===== config.mk =====
export PLATFORM = sky130hd
export DESIGN_NAME = vga_timing_gen
export DESIGN_NICKNAME = d
export VERILOG_FILES = /design/src/rtl/vga_timing_pkg.sv /design/src/rtl/vga_delay_line.sv /design/src/rtl/vga_timing_gen.sv
export SDC_FILE = /design/constraint.sdc
export NUM_CORES = 1
export LEC_CHECK = 0
export ABC_AREA = 0
export ABC_CLOCK_PERIOD_IN_PS = 3200
export CORE_UTILIZATION = 45
export DETAILED_ROUTE_END_ITERATION = 16
export GPL_ROUTABILITY_DRIVEN = 1
export GPL_TIMING_DRIVEN = 0
export PLACE_DENSITY = 0.66
export SETUP_SLACK_MARGIN = 0.15
export SLEW_MARGIN = 20
export SYNTH_ARGS = -nofsm -noshare
export SYNTH_HDL_FRONTEND = slang
export SYNTH_SLANG_ARGS = --single-unit

===== constraint.sdc =====
create_clock -name clk -period 3.2 [get_ports clk]
set_input_delay 0.64 -clock clk [delete_from_list [all_inputs] [get_ports clk]]
set_output_delay 0.64 -clock clk [all_outputs]
set_load 0.01 [all_outputs]

===== src/rtl/vga_timing_pkg.sv =====
// Shared mode tables and sizing helper for the VGA timing generator family.
package vga_timing_pkg;

    // 640x480 @ 60 Hz, 25.175 MHz pixel rate
    localparam int VGA640_H_PIXELS      = 640;
    localparam int VGA640_H_FRONT_PORCH = 16;
    localparam int VGA640_H_SYNC_PULSE  = 96;
    localparam int VGA640_H_BACK_PORCH  = 48;
    localparam int VGA640_V_LINES       = 480;
    localparam int VGA640_V_FRONT_PORCH = 10;
    localparam int VGA640_V_SYNC_PULSE  = 2;
    localparam int VGA640_V_BACK_PORCH  = 33;
    localparam bit VGA640_H_POL         = 1'b0;
    localparam bit VGA640_V_POL         = 1'b0;

    // 800x600 @ 60 Hz, 40 MHz pixel rate
    localparam int VGA800_H_PIXELS      = 800;
    localparam int VGA800_H_FRONT_PORCH = 40;
    localparam int VGA800_H_SYNC_PULSE  = 128;
    localparam int VGA800_H_BACK_PORCH  = 88;
    localparam int VGA800_V_LINES       = 600;
    localparam int VGA800_V_FRONT_PORCH = 1;
    localparam int VGA800_V_SYNC_PULSE  = 4;
    localparam int VGA800_V_BACK_PORCH  = 23;
    localparam bit VGA800_H_POL         = 1'b1;
    localparam bit VGA800_V_POL         = 1'b1;

    // Bits needed to hold values 0..value-1; use clog2(TOTAL) when sizing CW.
    function automatic int clog2(input int value);
        int r;
        int v;
        r = 0;
        v = value - 1;
        while (v > 0) begin
            r = r + 1;
            v = v >> 1;
        end
        return r;
    endfunction

endpackage


===== src/rtl/vga_delay_line.sv =====
// Enable-qualified shift register used to align timing outputs with pixel-fetch latency.
module vga_delay_line
    import vga_timing_pkg::*;
#(
    parameter int WIDTH = 8,
    parameter int DEPTH = 0
) (
    input  logic             clk,
    input  logic             reset,
    input  logic             en,
    input  logic [WIDTH-1:0] din,
    output logic [WIDTH-1:0] dout
);

    generate
        if (DEPTH == 0) begin : g_pass
            logic unused;
            assign unused = &{1'b0, clk, reset, en};
            assign dout   = din;
        end else begin : g_shift
            logic [DEPTH-1:0][WIDTH-1:0] sr;

            always_ff @(posedge clk) begin
                if (reset) begin
                    sr <= '0;
                end else if (en) begin
                    sr[0] <= din;
                    for (int i = 1; i < DEPTH; i++) begin
                        sr[i] <= sr[i-1];
                    end
                end
            end

            assign dout = sr[DEPTH-1];
        end
    endgenerate

endmodule


===== src/rtl/vga_timing_gen.sv =====
// Parametrised VGA scan generator: sync, display enable, coordinates and strobes,
// advanced by a pixel-clock enable and delayable to match downstream latency.
module vga_timing_gen
    import vga_timing_pkg::*;
#(
    parameter int H_PIXELS      = VGA640_H_PIXELS,
    parameter int H_FRONT_PORCH = VGA640_H_FRONT_PORCH,
    parameter int H_SYNC_PULSE  = VGA640_H_SYNC_PULSE,
    parameter int H_BACK_PORCH  = VGA640_H_BACK_PORCH,
    parameter bit H_POL         = VGA640_H_POL,
    parameter int V_LINES       = VGA640_V_LINES,
    parameter int V_FRONT_PORCH = VGA640_V_FRONT_PORCH,
    parameter int V_SYNC_PULSE  = VGA640_V_SYNC_PULSE,
    parameter int V_BACK_PORCH  = VGA640_V_BACK_PORCH,
    parameter bit V_POL         = VGA640_V_POL,
    parameter int PIPE_DELAY    = 0,
    parameter int CW            = 12,
    parameter int FC_W          = 8
) (
    input  logic            clk,
    input  logic            reset,
    input  logic            pix_en,
    output logic            h_sync,
    output logic            v_sync,
    output logic            display_enable,
    output logic [CW-1:0]   column,
    output logic [CW-1:0]   row,
    output logic            line_start,
    output logic            frame_start,
    output logic            v_blank,
    output logic [FC_W-1:0] frame_count
);

    localparam int H_TOTAL  = H_PIXELS + H_FRONT_PORCH + H_SYNC_PULSE + H_BACK_PORCH;
    localparam int V_TOTAL  = V_LINES + V_FRONT_PORCH + V_SYNC_PULSE + V_BACK_PORCH;
    localparam int HS_START = H_PIXELS + H_FRONT_PORCH;
    localparam int HS_STOP  = HS_START + H_SYNC_PULSE;
    localparam int VS_START = V_LINES + V_FRONT_PORCH;
    localparam int VS_STOP  = VS_START + V_SYNC_PULSE;
    localparam int BW       = 2 * CW + 6;

    logic [CW-1:0] h_cnt, v_cnt;
    logic          h_last, v_last;

    assign h_last = (h_cnt == CW'(H_TOTAL - 1));
    assign v_last = (v_cnt == CW'(V_TOTAL - 1));

    always_ff @(posedge clk) begin
        if (reset) begin
            h_cnt       <= '0;
            v_cnt       <= '0;
            frame_count <= '0;
        end else if (pix_en) begin
            h_cnt <= h_last ? '0 : h_cnt + 1'b1;
            if (h_last) begin
                v_cnt <= v_last ? '0 : v_cnt + 1'b1;
            end
            if (h_last && v_last) begin
                frame_count <= frame_count + 1'b1;
            end
        end
    end

    // Syncs are carried active-high internally so a cleared pipeline means "inactive".
    logic de_c, hs_c, vs_c, ls_c, fs_c, vb_c;

    always_comb begin
        de_c = (h_cnt < CW'(H_PIXELS)) && (v_cnt < CW'(V_LINES));
        hs_c = (h_cnt >= CW'(HS_START)) && (h_cnt < CW'(HS_STOP));
        vs_c = (v_cnt >= CW'(VS_START)) && (v_cnt < CW'(VS_STOP));
        ls_c = (h_cnt == '0);
        fs_c = (h_cnt == '0) && (v_cnt == '0);
        vb_c = (v_cnt >= CW'(V_LINES));
    end

    logic [BW-1:0] s0, sq;

    always_ff @(posedge clk) begin
        if (reset) begin
            s0 <= '0;
        end else if (pix_en) begin
            s0 <= {de_c, hs_c, vs_c, ls_c, fs_c, vb_c,
                   de_c ? h_cnt : '0, de_c ? v_cnt : '0};
        end
    end

    vga_delay_line #(
        .WIDTH (BW),
        .DEPTH (PIPE_DELAY)
    ) u_dly (
        .clk   (clk),
        .reset (reset),
        .en    (pix_en),
        .din   (s0),
        .dout  (sq)
    );

    // Strobes are qualified by "a tick just happened" so held stages don't repeat them.
    logic fresh;

    always_ff @(posedge clk) begin
        if (reset) begin
            fresh <= 1'b0;
        end else begin
            fresh <= pix_en;
        end
    end

    logic          de_q, hs_q, vs_q, ls_q, fs_q, vb_q;
    logic [CW-1:0] col_q, row_q;

    assign {de_q, hs_q, vs_q, ls_q, fs_q, vb_q, col_q, row_q} = sq;

    assign h_sync         = hs_q ? H_POL : ~H_POL;
    assign v_sync         = vs_q ? V_POL : ~V_POL;
    assign display_enable = de_q;
    assign column         = col_q;
    assign row            = row_q;
    assign line_start     = ls_q & fresh;
    assign frame_start    = fs_q & fresh;
    assign v_blank        = vb_q;

endmodule


==> results by group <==
Run status
  • Status: complete, no violations

Layout
  • Nets: 373
  • Number of fill cells: between 500 and 600
  • Ant diodes: 0
  • Layout cells sized above 1: 14.1%
  • Post-Layout Cell Count: 443
  • FF+latch area: between 0.001 and 0.0015 mm2
  • Multi-input logic area: around 0.0013 mm2
  • Finished Cell Area: around 0.0036 mm2
  • Final core occ: between 50 and 60%
  • Area growth syn-to-layout: 24.2%

Floorplan
  • Die area: 0.00674 mm2
  • Die X: 82.1 um
  • Starting Density: around 48%
  • Ports: ~40
  • Core area: just over 0.006 mm2
  • Die height: roughly 80 um
  • Site row count: 28

Power and ir drop
  • PD cells: ~440 mW/mm2
  • Power Total: 1.57 mW
  • Static Leak: 1.30 nW
  • VDD IR max: between 0.0002 and 0.0003 V

Place
  • Setup Slack @ Placement: between 0.0009 and 0.001 ns
  • Area after DPL: 0.00339 mm2
  • Post-placement cell count: around 430
  • Routability cong.: slightly below 0.9
  • Port bufs: 40
  • Final HPWL DP: between 4 and 5 mm

CTS
  • Number of setup buffers added after CTS: 0
  • Resized cells post-CTS: 0
  • CTS Hold Bufs: 0
  • CTS buffer count: 9
  • Clk sinks: between 60 and 70
  • CTS root buffer: clkbuf_8
  • Clk Latency, worst-skew pair: around 0.34 ns
  • CTS clock-pin slew for the worst setup and hold paths: around 0.070 ns
  • CTS tree: done
  • Clk buf depth: 2
  • # H-tree levels: 3

Setup path
  • Critical path launch point type: input port
  • Setup crit end kind: register
  • Req. time, crit path: around 3.5 ns
  • Worst Setup Path Type: in2reg
  • Crit-path max FO: 10
  • CP arrival: between 3 and 4 ns

Global routing
  • Pin count of the biggest net entering global routing: 11
  • Initial antenna violation count: 0
  • Global-route congestion overflow total: 0
  • Total track usage: around a fifth
  • Vias in the first global route: around 2200
  • First-pass GRT wire length: a little over 10 mm

Detailed routing
  • TritonRoute pass-1 iters: 4
  • Routed Antenna Nets: 0
  • Final wirelength: approximately 6.3 mm
  • DRC: 0
  • Vias per cell: between 5 and 6
  • Via count: ~2400
  • Drt initial violations: between 70 and 80
  • WL/cell: about 14 um

STA
  • Setup_tns: 0 ns
  • PnR worst setup slack: around 0.32 ns
  • Final Hold Slack: ~0.44 ns
  • Period utilization: between 80% and 90%
  • Rel. slew slack: approximately 51%
  • Endpoints failing setup: 0
  • F_max: around 350 MHz
  • Measured slew at the worst slew-check pin: around 0.73 ns
  • Min cycle time layout: between 2 and 3 ns
  • Setup Skew: 0.00875 ns
  • RSZ-0062 raised after global routing: false
  • Max-slew violations: 0
  • Final hold violations: 0

Logic synthesis
  • Syn_area_per_cell: 9.22 um2
  • Synthesized area: ~0.0029 mm2
  • Synth async-reset ratio: 0%
  • Post-synth top flop: dfxtp_1
  • Ys Warns: 0
  • Register area share after synthesis: a little over two fifths
  • Mapped Cells: about 310
  • Seq cells post-synth: 63
  • Post-synth EDFFs: 0
  • Synthesized net count: 322
  • Post-synth cell types: a little over 40

Flow run
  • Maxcap violations: 0

Hold path
  • Worst Hold Class: reg2reg
## worst max-delay path, stage by stage
cell	delay [ns]
clkdlybuf4s50_1	0.50
nand4_1	0.34
or4_1	0.62
clkbuf_1	0.24
clkbuf_1	0.28
or3_1	0.36
a21oi_1	0.15
## placed cells by master, fill, tap and decap left out, types with 2 or more instances in the layout
master           count
a21oi_1             17
xor2_1               5
o31ai_1              9
xnor2_1              6
a21o_1               3
a22o_1              19
nor3b_1              2
and4_1               5
nand2b_1             3
nand2_1             11
nor3_1              12
dfxtp_1             63
or4b_2               2
mux2_2               2
mux2i_1              3
nor2_1              15
nand3_1             13
or4_1               13
o21ai_0              7
ha_1                 6
nor2b_1              5
inv_1                9
clkbuf_1            14
and2_1               8
or3_1                6
buf_4               24
clkbuf_8            11
nor4_1               5
buf_2                5
nand4_1              9
clkdlybuf4s50_1     40
## flip-flops by register name, summed over array words and instances (netlist names)
name,cells
v_cnt,12
fresh,1
s0,30
h_cnt,12
frame_count,8
## synthesized netlist by cell type (all sizes together) (5+ instances only)
| library cell | n | area (um2) |
|---|---|---|
| nor4 | 6 | 37.5 |
| or4 | 14 | 109 |
| nand4 | 9 | 56.3 |
| xor2 | 5 | 43.8 |
| clkbuf | 13 | 48.8 |
| o21ai | 7 | 35.0 |
| nand3 | 13 | 65.1 |
| nand2 | 11 | 41.3 |
| a22o | 19 | 166 |
| ha | 6 | 75.1 |
| buf | 30 | 216 |
| or3 | 6 | 37.5 |
| inv | 9 | 33.8 |
| o31ai | 9 | 67.6 |
| dfxtp | 63 | 1260 |
| nor3 | 12 | 60.1 |
| nor2b | 5 | 31.3 |
| xnor2 | 6 | 52.6 |
| nor2 | 15 | 56.3 |
| a21oi | 17 | 85.1 |
| and4 | 5 | 43.8 |
| and2 | 8 | 50.1 |
## cell families (layout without fill, tap and decap cells)
group,count (synthesis),count (layout),share of synthesized area (%)
buf+inv,52,107,10.4
xor+xnor,11,11,3.34
fa+ha+maj,6,6,2.60
simple gates,117,117,24.1
compound gates,59,59,14.1
mux,5,5,1.82
flops,63,63,43.7
## worst paths after layout
path	from	endpoint	slack, ns	depth (start not counted)
min reg2reg	s0[26]	s0[26]	0.44	2
max	pix_en	frame_count[0]	0.32	7
min	s0[26]	s0[26]	0.44	2
max reg2reg	h_cnt[0]	frame_count[0]	0.41	7
## power breakdown
| group | switching (mW) | internal [mW] |
|---|---|---|
| clock network | 0.301 | 0.397 |
| logic | 0.0394 | 0.0274 |
| registers | 0.00702 | 0.794 |
| total | 0.348 | 1.22 |
## layout make-up
| cell class | count | area share [%] |
|---|---|---|
| Clock inverter | 3 | 1.19 |
| Clock buffer | 12 | 4.33 |
| Buffer | 43 | 7.40 |
| Tap cell | 75 | 2.62 |
| Multi-Input combinational cell | 198 | 37.2 |
| Sequential cell | 63 | 35.2 |
| Timing Repair Buffer | 40 | 11.2 |
| Inverter | 9 | 0.942 |
## per-layer routing
| layer | vias up | global-route usage [%] | wire length, um |
|---|---|---|---|
| met3 | 10 | 3.63 | 258 |
| met4 | 0 | 11.9 | 112 |
| met1 | 1116 | 27.3 | 3140 |
| li1 | 1222 | - | - |
| met2 | 57 | 31.0 | 2790 |
| met5 | - | 0 | 0 |
No activity file was read; power rests on OpenSTA's default activity.
